===== src/rtl/pdp8i_pkg.sv =====
// -----------------------------------------------------------------------------
// pdp8i_pkg
// Shared types and helpers for the pulse-amplifier blocks.
//   pa_state_t : per-channel pulse amplifier state (idle / pulse / recover)
//   cnt_width  : counter width able to hold max(pw, rec)
// -----------------------------------------------------------------------------
package pdp8i_pkg;

  typedef enum logic [1:0] {
    PA_IDLE    = 2'd0,
    PA_PULSE   = 2'd1,
    PA_RECOVER = 2'd2
  } pa_state_t;

  // Width of a down-counter that must hold values up to max(pw, rec).
  function automatic int cnt_width(input int pw, input int rec);
    int top_val;
    top_val = (pw > rec) ? pw : rec;
    return (top_val < 1) ? 1 : $clog2(top_val + 1);
  endfunction

endpackage


===== src/rtl/m602_chan.sv =====
// -----------------------------------------------------------------------------
// m602_chan
// One pulse-amplifier channel. A falling trigger level (or an external edge
// strobe, when use_ext is set) qualified by en starts a pulse PW cycles wide,
// followed by REC recovery cycles in which new triggers are refused and
// flagged on the sticky miss output.
// Ports:
//   clk, reset      : master clock, synchronous active-high reset
//   trig, en        : trigger level and conditioning level
//   use_ext         : 1 = take the edge from ext_edge instead of trig
//   ext_edge        : external edge strobe (already a one-cycle event)
//   pulse, pulse_n  : active-high pulse and its exact complement
//   busy            : high in PULSE or RECOVER
//   miss            : sticky, set by a refused trigger
//   pulse_end       : high in the last pulse cycle (pulse falls on next edge)
// -----------------------------------------------------------------------------
module m602_chan
  import pdp8i_pkg::*;
#(
  parameter int PW  = 4,
  parameter int REC = 2
) (
  input  logic clk,
  input  logic reset,
  input  logic trig,
  input  logic en,
  input  logic use_ext,
  input  logic ext_edge,
  output logic pulse,
  output logic pulse_n,
  output logic busy,
  output logic miss,
  output logic pulse_end
);

  localparam int CW = cnt_width(PW, REC);
  localparam logic [CW-1:0] PW_LOAD  = CW'(PW - 1);
  localparam logic [CW-1:0] REC_LOAD = CW'((REC > 0) ? REC - 1 : 0);

  pa_state_t     state, state_nx;
  logic [CW-1:0] cnt, cnt_nx;
  logic          prev;
  logic          miss_nx;
  logic          edge_seen;
  logic          fire;

  // prev always follows trig, even when the edge comes from ext_edge.
  assign edge_seen = use_ext ? ext_edge : (prev & ~trig);
  assign fire      = edge_seen & en;

  // NOTE: sequential state uses non-blocking assignments so every register
  // samples the pre-edge values, independent of statement order.
  always_ff @(posedge clk) begin
    if (reset) begin
      state <= PA_IDLE;
      cnt   <= '0;
      prev  <= 1'b0;
      miss  <= 1'b0;
    end else begin
      state <= state_nx;
      cnt   <= cnt_nx;
      prev  <= trig;
      miss  <= miss_nx;
    end
  end

  // NOTE: every output of this block is given its hold value first, so no
  // path through the case leaves one unassigned and no latch is inferred.
  always_comb begin
    state_nx = state;
    cnt_nx   = cnt;
    miss_nx  = miss;
    unique case (state)
      PA_IDLE: begin
        if (fire) begin
          state_nx = PA_PULSE;
          cnt_nx   = PW_LOAD;
        end
      end
      PA_PULSE: begin
        // A trigger during the pulse never restarts or stretches it.
        miss_nx = miss | fire;
        if (cnt != '0) begin
          cnt_nx = cnt - CW'(1);
        end else if (REC == 0) begin
          state_nx = PA_IDLE;
          cnt_nx   = '0;
        end else begin
          state_nx = PA_RECOVER;
          cnt_nx   = REC_LOAD;
        end
      end
      PA_RECOVER: begin
        if (cnt != '0) begin
          cnt_nx  = cnt - CW'(1);
          miss_nx = miss | fire;
        end else if (fire) begin
          // Last recovery cycle: a trigger here is already accepted, which
          // gives the PW+REC minimum period.
          state_nx = PA_PULSE;
          cnt_nx   = PW_LOAD;
        end else begin
          state_nx = PA_IDLE;
        end
      end
      default: begin
        state_nx = PA_IDLE;
        cnt_nx   = '0;
      end
    endcase
  end

  assign pulse     = (state == PA_PULSE);
  assign pulse_n   = ~pulse;
  assign busy      = (state != PA_IDLE);
  assign pulse_end = (state == PA_PULSE) && (cnt == '0);

endmodule


===== src/rtl/m602.sv =====
// -----------------------------------------------------------------------------
// m602
// Two-channel pulse amplifier driving the clk_n inputs of the JK flip-flops.
// Each channel converts a sampled 1->0 trigger transition into a PW-cycle
// pulse followed by REC recovery cycles. With CHAIN=1 channel 1 is started by
// the trailing edge of channel 0 instead of by trig1.
// Ports:
//   clk, reset          : master clock, synchronous active-high reset
//   trig0/1, en0/1      : trigger and conditioning levels
//   pulse0/1, pulse0/1_n: active-high pulse and its complement (to clk_n)
//   busy0/1             : channel in PULSE or RECOVER
//   miss0/1             : sticky refused-trigger flags
// -----------------------------------------------------------------------------
module m602
  import pdp8i_pkg::*;
#(
  parameter int PW    = 4,
  parameter int REC   = 2,
  parameter int CHAIN = 0
) (
  input  logic clk,
  input  logic reset,
  input  logic trig0,
  input  logic trig1,
  input  logic en0,
  input  logic en1,
  output logic pulse0,
  output logic pulse1,
  output logic pulse0_n,
  output logic pulse1_n,
  output logic busy0,
  output logic busy1,
  output logic miss0,
  output logic miss1
);

  if (PW < 1 || REC < 0 || (CHAIN != 0 && CHAIN != 1)) begin : g_bad_params
    $error("m602: illegal parameters PW=%0d REC=%0d CHAIN=%0d", PW, REC, CHAIN);
  end

  localparam logic USE_CHAIN = (CHAIN == 1);

  logic end0;
  logic unused_end1;

  m602_chan #(.PW(PW), .REC(REC)) u_ch0 (
    .clk       (clk),
    .reset     (reset),
    .trig      (trig0),
    .en        (en0),
    .use_ext   (1'b0),
    .ext_edge  (1'b0),
    .pulse     (pulse0),
    .pulse_n   (pulse0_n),
    .busy      (busy0),
    .miss      (miss0),
    .pulse_end (end0)
  );

  // end0 is combinational, so channel 1 rises on the edge channel 0 falls.
  m602_chan #(.PW(PW), .REC(REC)) u_ch1 (
    .clk       (clk),
    .reset     (reset),
    .trig      (trig1),
    .en        (en1),
    .use_ext   (USE_CHAIN),
    .ext_edge  (end0),
    .pulse     (pulse1),
    .pulse_n   (pulse1_n),
    .busy      (busy1),
    .miss      (miss1),
    .pulse_end (unused_end1)
  );

endmodule


===== config.mk =====
export PLATFORM = sky130hd
export DESIGN_NAME = m602
export DESIGN_NICKNAME = d
export VERILOG_FILES = /design/src/rtl/pdp8i_pkg.sv /design/src/rtl/m602_chan.sv /design/src/rtl/m602.sv
export SDC_FILE = /design/constraint.sdc
export NUM_CORES = 1
export LEC_CHECK = 0
export ABC_AREA = 0
export BUFFER_PORTS_ARGS = -buffer_cell sky130_fd_sc_hd__buf_2
export CORE_MARGIN = 2
export CORE_UTILIZATION = 38
export CTS_BUF_LIST = sky130_fd_sc_hd__clkbuf_4
export DETAILED_ROUTE_END_ITERATION = 6
export PLACE_DENSITY = 0.7
export SLEW_MARGIN = 20
export SYNTH_ARGS = -nofsm -noshare
export SYNTH_HDL_FRONTEND = slang
export SYNTH_SLANG_ARGS = --single-unit

===== constraint.sdc =====
create_clock -name clk -period 1.8 [get_ports clk]
set_input_delay 0.18 -clock clk [delete_from_list [all_inputs] [get_ports clk]]
set_output_delay 0.18 -clock clk [all_outputs]
set_load 0.05 [all_outputs]

==> out/qor.txt, run 1 <==
=================================================================================================
GRT Overall Usage                                                                           14.9%
Root buf cell                                                                            clkbuf_4
Register clock-pin slew on the reported worst setup and hold paths                          80 ps
Total Die Area                                                                           2330 µm²
Crit path cell chain                                                                 inv_1 > ha_1 > nor2b_2 > or3_1 > a211oi_1
Total vias in the final route                                                                 685
Crit Path Class                                                                      flip-flop to flip-flop
Final GP Congestion                                                                         0.785
Seq cells post-synth                                                                           14
Net count, final                                                                              119
Class of the worst hold path                                                         primary input to flip-flop
Reg2Reg Setup Slack                                                                        280 ps
Worst Setup End Kind                                                                    flip-flop
Area of the core region                                                                  1780 µm²
Row Count                                                                                      15
R2R depth                                                                                       5
IO buf count                                                                                   13
Count of H-tree levels built during CTS                                                         1
Via density per instance                                                                     5.19
Number of hold buffers added after cts                                                          0
Yosys warning count                                                                             0
Most area-consuming cells after synthesis                                            dfxtp_1 (38%), a21oi_1 (8.1%), ha_1 (6.7%)
Number of cells upsized or downsized after cts                                                  0
Launching element of the worst setup path                                            u_ch1.cnt[0]
CTS tree                                                                                    built
Count of endpoints failing hold in the final timing report                                      0
Critical path data required time                                                          2000 ps
Area growth from synthesis to layout                                                        15.5%
Cell type with the highest aggregate area in the netlist                                  dfxtp_1
Leak Pwr                                                                              0.000366 µW
Maximum number of pins on one net before global-route repair                                   15
Total design power                                                                         643 µW
Count of inserted antenna diode cells                                                           0
Area share of the largest cell type after synthesis                                         37.7%
Detailed router's first-iteration violation count                                              11
RSZ-0062 raised after global routing                                                           no
Setup Skew                                                                               0.420 ps
Number of detailed-routing iterations run before antenna repair                                 4
Met3 usage                                                                                  3.33%
Insertion delay to the later sink of the worst-skew pair                                   280 ps
Number of DRC violations after detailed routing                                                 0
Total power divided by cell area                                                       750 nW/µm²
Post-synthesis cell count                                                                      92
Setup Buffers After CTS                                                                         0
Register area                                                                             280 µm²
Critical path destination                                                              u_ch1.miss
Slew at the pin closest to its max-slew limit                                              366 ps
Worst setup margin                                                                         281 ps
Normalized max-slew margin                                                                  75.5%
Dpl cells                                                                                     129
Run status                                                                           finished clean
Initial antenna violation count                                                                 0
CTS buffer count                                                                                3
WL final                                                                                  1480 µm
Pre-CTS setup slack                                                                        306 ps
Die extent in x                                                                           48.2 µm
Maximum clock frequency                                                                   658 MHz
Cell Area, Synth                                                                          743 µm²
Delay of the slowest critical-path stage                                                   370 ps
Number of buffers on the longest clock path                                                     2
Global route overflow                                                                           0
Starting utilization of the core area                                                       41.7%
Worst reg2reg path startpoint                                                        u_ch1.cnt[0]
Number of buffer and inverter stages on the critical path                                       1
Worst Setup Start Kind                                                                  flip-flop
Fraction of final layout cells with drive strength greater than 1                           22.4%
Final period util                                                                           84.4%
WP depth                                                                                        5
Peak ir drop on the vdd network                                                          0.549 mV
Sequential area share after synthesis                                                       37.7%
Half-perimeter wire length after detailed placement                                       1070 µm
Final routed wire length divided by cell count                                            11.2 µm
Layout filler cell count                                                                      166
Data arrival time of the critical path                                                    1720 ps
Vertical die dimension                                                                    48.2 µm
Final standard cell count with taps included and fillers excluded                             132
GR peak layer                                                                                met2
Finish-stage setup viols                                                                        0
Terminus of the critical flop-to-flop path                                             u_ch1.miss
Post-layout min period                                                                    1520 ps
Vias in the first global route                                                                587
Met2 capacity usage during global routing                                                   22.6%
Number of I/O pins                                                                             14
Max Fanout on Critical Path                                                                     5
Final Max Slew Viols                                                                            0
Total Neg Setup Slack                                                                        0 ps
Number of max-cap violations                                                                    0
Cell class contributing the biggest share of worst-path delay                        simple AND/OR/NAND/NOR gates
Clock tree sinks                                                                               14
Footprint of the multi-input gates                                                        429 µm²
Antenna Violating Nets Remaining                                                                0
Mean instance size in the synthesized netlist                                            8.08 µm²
Slowest cell on crit path                                                                 dfxtp_1
Syn nets                                                                                      102
Number of distinct library cell variants in the gate-level netlist after synthesis             28
Global-route wire length before repair                                                    2380 µm
M1 GR Usage                                                                                 19.5%
=================================================================================================
[cell type report]
cell class,count,area share (%)
Inverter,8,3.50
Tap cell,25,3.64
Sequential cell,14,32.7
Timing Repair Buffer,13,7.58
Clock buffer,3,2.62
Multi-Input combinational cell,69,50.0
[worst min-delay path by stage]
stage                      from            to  slack [ps]  cells after the start
after detailed placement  trig1    u_ch1.prev         410                      2
after global placement    trig1    u_ch1.prev         400                      2
final                     trig1    u_ch1.prev         110                      2
after global routing      trig0    u_ch0.prev         150                      2
after floorplan           reset  u_ch0.cnt[0]         260                      1
after CTS                 trig1    u_ch1.prev         110                      2
[cell usage in the layout, fill, tap and decap left out]
cell type	synthesis	final
a2111oi_0	1	1
a2111oi_1	2	2
a211oi_1	1	1
a21oi_1	12	12
a2bb2oi_1	1	1
and2b_1	1	1
and3b_2	2	2
buf_2	0	13
clkbuf_4	0	3
dfxtp_1	14	14
ha_1	4	4
inv_1	6	6
inv_2	2	2
mux2_2	1	1
nand2_1	6	6
nand2b_1	3	3
nand2b_2	1	1
nor2_1	11	11
nor2b_1	4	4
nor2b_2	1	1
nor3_1	2	2
nor3b_1	1	1
o21ai_0	3	3
o21ai_1	4	4
o22ai_1	1	1
or2_1	1	1
or2_4	1	1
or3_1	3	3
or3b_1	2	2
[per-layer routing]
layer | routed length, µm | part of all wire (%)
met1 | 688 | 47
met2 | 695 | 47
met3 | 52 | 3.5
met4 | 42 | 2.8
met5 | 0 | 0
[cells by family after synthesis]
| group | count (synthesis) | share of synthesized area, % |
|---|---|---|
| AND/OR/NAND/NOR | 39 | 29.8 |
| AO/OA/AOI/OAI | 25 | 19.7 |
| flip-flops | 14 | 37.7 |
| buffers and inverters | 9 | 4.55 |
| adder cells (fa/ha/maj) | 4 | 6.73 |
| multiplexers | 1 | 1.52 |
[Yosys cell counts]
cell type and instances:
a2111oi_1 2, a2bb2oi_1 1, or2_4 1, nand2_1 6, or3_1 3, inv_2 2
nand2b_2 1, nor2b_1 4, o21ai_0 3, mux2_2 1, o22ai_1 1, a2111oi_0 1
clkbuf_1 1, or2_1 1, nor3b_1 1, a21oi_1 12, nand2b_1 3, and2b_1 1
and3b_2 2, or3b_1 2, dfxtp_1 14, ha_1 4, nor2_1 11, a211oi_1 1
nor2b_2 1, inv_1 6, nor3_1 2, o21ai_1 4
[power breakdown]
group / internal (µW) / leakage (µW) / switching, µW
logic: 49.7 / 0.000238 / 77.3
clock network: 77.7 / 0.0000138 / 106
registers: 322 / 0.000114 / 10.7
total: 449 / 0.000366 / 194
[per-stage QoR]
stage	hold WS [ps]	area, µm²	utilization [%]
2_1_floorplan	262	743	-
3_3_place_gp	403	836	46.9
3_5_place_dp	406	836	46.9
4_1_cts	112	858	48.1
5_1_grt	146	858	48.1
6_report	111	858	48.1
[state kept, by name, indices dropped and copies added, names as in the netlist]
register     cells
u_ch1.miss       1
u_ch0.cnt        3
u_ch0.miss       1
u_ch0.prev       1
u_ch1.cnt        3
u_ch0.state      2
u_ch1.state      2
u_ch1.prev       1
No activity file was read; power rests on OpenSTA's default activity.
==> inputs of run 2 (changes only) <==
--- a/config.mk
+++ b/config.mk
@@ -5,13 +5,13 @@
 export SDC_FILE = /design/constraint.sdc
 export NUM_CORES = 1
 export LEC_CHECK = 0
-export ABC_AREA = 0
+export ABC_AREA = 1
 export BUFFER_PORTS_ARGS = -buffer_cell sky130_fd_sc_hd__buf_2
 export CORE_MARGIN = 2
 export CORE_UTILIZATION = 38
 export CTS_BUF_LIST = sky130_fd_sc_hd__clkbuf_4
 export DETAILED_ROUTE_END_ITERATION = 6
-export PLACE_DENSITY = 0.7
+export PLACE_DENSITY = 0.72
 export SLEW_MARGIN = 20
 export SYNTH_ARGS = -nofsm -noshare
 export SYNTH_HDL_FRONTEND = slang
==> constraint.sdc (replaced) <==
create_clock -name clk -period 1.2 [get_ports clk]
set_input_delay 0.12 -clock clk [delete_from_list [all_inputs] [get_ports clk]]
set_output_delay 0.12 -clock clk [all_outputs]
set_load 0.05 [all_outputs]
==> out/qor.txt, run 2 <==
=================================================================================================
Int Pwr                                                                                    631 µW   was 449 µW
Seq cells post-synth                                                                           14   unchanged
Starting utilization of the core area                                                       39.8%   was 41.7%
Psw                                                                                        223 µW   was 194 µW
Register clock-pin slew on the reported worst setup and hold paths                          80 ps   about the same
Area growth from synthesis to layout                                                        27.5%   was 15.5%
IO buf count                                                                                   13   unchanged
Worst reg2reg path startpoint                                                        u_ch1.state[0]   was u_ch1.cnt[0]
CTS tree                                                                                    built   unchanged
Row Count                                                                                      16   was 15
Most used cells in the layout excluding fill and tap cells                           nand2_1 (24), inv_1 (20), nand3_1 (10)   was dfxtp_1 (14), buf_2 (13), a21oi_1 (12)
Sequential area share after synthesis                                                       36.2%   was 37.7%
Syn nets                                                                                      121   was 102
Count of flip-flops with a built-in enable after synthesis                                      0   unchanged
Combinational group share of total power                                                    13.8%   was 19.7%
Net count, final                                                                              141   was 119
WL final                                                                                  1500 µm   was 1480 µm
Total Neg Setup Slack                                                                        0 ps   unchanged
Fraction of final layout cells with drive strength greater than 1                           38.0%   was 22.4%
Max Fanout on Critical Path                                                                     3   was 5
Clock tree sinks                                                                               14   unchanged
Layout filler cell count                                                                      215   was 166
Slew at the pin closest to its max-slew limit                                              262 ps   was 366 ps
Switching part of the total power                                                           26.1%   was 30.2%
Final routed wire length divided by cell count                                            9.64 µm   was 11.2 µm
RSZ-0062 raised after global routing                                                          yes   was no
Initial antenna violation count                                                                 0   unchanged
Yosys warning count                                                                             0   unchanged
Critical path data required time                                                          1080 ps   was 2000 ps
Global route overflow                                                                           0   unchanged
Total vias in the final route                                                                 709   was 685
Die extent in x                                                                           49.1 µm   was 48.2 µm
Worst Setup Start Kind                                                                  flip-flop   unchanged
Number of I/O pins                                                                             14   unchanged
Count of H-tree levels built during CTS                                                         1   unchanged
Count of endpoints failing hold in the final timing report                                      0   unchanged
Area of the core region                                                                  1940 µm²   was 1780 µm²
Class of the worst hold path                                                         primary input to flip-flop   unchanged
Start point of the worst hold path                                                          trig0   was trig1
Half-perimeter wire length after detailed placement                                       1110 µm   was 1070 µm
Pre-CTS setup slack                                                                       37.1 ps   was 306 ps
Area share of the largest cell type after synthesis                                         36.2%   was 37.7%
Data arrival time of the critical path                                                    1060 ps   was 1720 ps
Crit Path Class                                                                      flip-flop to primary output   was flip-flop to flip-flop
Maximum number of pins on one net before global-route repair                                   13   was 15
Dominant cell by count in the synthesized netlist                                         nand2_1   was dfxtp_1
Commonest non-fill, non-tap cell in the layout                                            nand2_1   was dfxtp_1
Cell Area, Synth                                                                          773 µm²   was 743 µm²
Mean instance size in the synthesized netlist                                            6.97 µm²   was 8.08 µm²
Detailed router's first-iteration violation count                                               2   was 11
Total Die Area                                                                           2410 µm²   was 2330 µm²
Final GP Congestion                                                                         0.840   was 0.785
Count of inserted antenna diode cells                                                           0   unchanged
Peak ir drop on the vdd network                                                          0.701 mV   was 0.549 mV
Post-layout min period                                                                    1180 ps
Final period util                                                                           98.7%
Worst Setup End Kind                                                                 primary output   was flip-flop
Number of max-cap violations                                                                    0   unchanged
Global-route wire length before repair                                                    2550 µm   was 2380 µm
Insertion delay to the later sink of the worst-skew pair                                   270 ps   was 280 ps
Leak Pwr                                                                              0.000465 µW   was 0.000366 µW
Vertical die dimension                                                                    49.1 µm   was 48.2 µm
Async set-reset flop share out of synthesis                                                    0%   unchanged
Delay of the slowest critical-path stage                                                   380 ps   was 370 ps
Leading post-synthesis cells by instance count                                       nand2_1 (26), inv_1 (20), dfxtp_1 (14), nand3_1 (10), a21oi_1 (8)   was dfxtp_1 (14), a21oi_1 (12), nor2_1 (11), inv_1 (6), nand2_1 (6)
Number of DRC violations after detailed routing                                                 0   unchanged
Sequential Power Share                                                                      56.2%   was 51.7%
Registers with the most flip-flops                                                   u_ch0.cnt (3), u_ch1.cnt (3)   unchanged
Vias in the first global route                                                                664   was 587
Final Max Slew Viols                                                                            0   unchanged
Setup Skew                                                                                2.61 ps   was 0.420 ps
Share of the core filled with cells in the final layout                                     50.8%   was 48.1%
CTS buffer count                                                                                3   unchanged
Post-synthesis cell count                                                                     111   was 92
Number of buffers on the longest clock path                                                     2   unchanged
Launching element of the worst setup path                                            u_ch1.state[0]   was u_ch1.cnt[0]
Run status                                                                           finished clean   unchanged
Number of detailed-routing iterations run before antenna repair                                 3   was 4
Slowest cell on crit path                                                                 dfxtp_4   was dfxtp_1
Number of distinct library cell variants in the gate-level netlist after synthesis             14   was 28
Clock power share                                                                           30.0%   was 28.6%
Cell type with the highest aggregate area in the netlist                                  dfxtp_1   unchanged
Total power divided by cell area                                                       867 nW/µm²   was 750 nW/µm²
Synth Flop Type                                                                           dfxtp_1   unchanged
Crit path cell chain                                                                 inv_4 > nor2_4 > inv_6 > buf_8   was inv_1 > ha_1 > nor2b_2 > or3_1 > a211oi_1
Root buf cell                                                                            clkbuf_4   unchanged
Via density per instance                                                                     4.54   was 5.19
Finish-stage setup viols                                                                        0   unchanged
Maximum clock frequency                                                                   844 MHz
Normalized max-slew margin                                                                  82.5%   was 75.5%
GRT Overall Usage                                                                           13.3%   was 14.9%
Most area-consuming cells after synthesis                                            dfxtp_1 (36%), nand2_1 (13%), inv_1 (9.7%)   was dfxtp_1 (38%), a21oi_1 (8.1%), ha_1 (6.7%)
Antenna Violating Nets Remaining                                                                0   unchanged
Worst setup margin                                                                        15.4 ps   was 281 ps
=================================================================================================
[run 2: changes by cell type in the layout (fill, tap and decap cells not counted), sizes merged, moves of 3 or more]
| cell | before | now |
|---|---|---|
| a2111oi | 3 | 0 |
| buf | 13 | 16 |
| inv | 8 | 26 |
| nand2 | 6 | 30 |
| nand2b | 4 | 0 |
| nand3 | 0 | 10 |
| nor2b | 5 | 0 |
| o21ai | 7 | 0 |
| or3 | 3 | 0 |
[run 2: metrics by stage]
| stage | power (µW) | area (µm²) | hold WS (ps) | instances |
|---|---|---|---|---|
| global placement | 597 | 880 | 337 | 150 |
| detailed placement | 600 | 880 | 345 | 150 |
| finish | 854 | 986 | 57.4 | 156 |
| floorplan | 574 | 786 | 245 | 111 |
| global route | 901 | 986 | 65.6 | 156 |
| CTS | 867 | 945 | 50.4 | 154 |
[run 2: per-layer routing]
layer	up-vias	wire length, µm	track usage (%)
met1	324	632	14.2
li1	373	-	-
met2	12	815	24.3
met4	0	0	3.81
met3	0	55	4.60
met5	-	0	0
[run 2: area by class of cell]
type	instances	area (µm²)	share of cell area, %
inverters	26	110	11.2
flip-flops and latches	14	293	29.7
repair buffers	16	121	12.3
well taps	27	33.8	3.43
clock buffers	3	22.5	2.28
multi-input cells	70	405	41.1
[run 2: kinds of logic after synthesis]
family	Yosys count	share of synthesized area (%)
DFF	14	36.2
buffers and inverters	27	13.3
AOI/OAI and AO/OA	14	12.0
adders and majority gates	4	6.47
and+or+nand+nor	50	29.8
xor gates and xnor gates	2	2.27
[run 2: critical path: cells and delay by family (launching register included)]
family	cells	cell delay [ps]
buffers and inverters	3	220
AND/OR/NAND/NOR	1	170
flip-flops	1	380
[run 2: worst paths after layout]
check / slack [ps] / depth (start not counted) / to
max reg2reg: 90 / 7 / u_ch1.cnt[2]
min: 60 / 3 / u_ch0.prev
min reg2reg: 450 / 2 / u_ch0.miss
max: 20 / 4 / pulse1_n
[run 2: power groups by stage]
stage	logic (µW)	registers, µW	clock network [µW]
2_1_floorplan	81.8	493	0
3_3_place_gp	104	493	0
3_5_place_dp	106	493	0
4_1_cts	112	479	276
5_1_grt	132	482	287
6_report	118	480	256
[run 2: repair_timing]
action | 4_1_cts | 5_1_grt
buffers inserted | 1 | 2
pin swaps | 4 | 1
endpoints found under the setup margin | 6 | 17
gates resized for setup | 14 | 9
hold buffers | 0 | 0
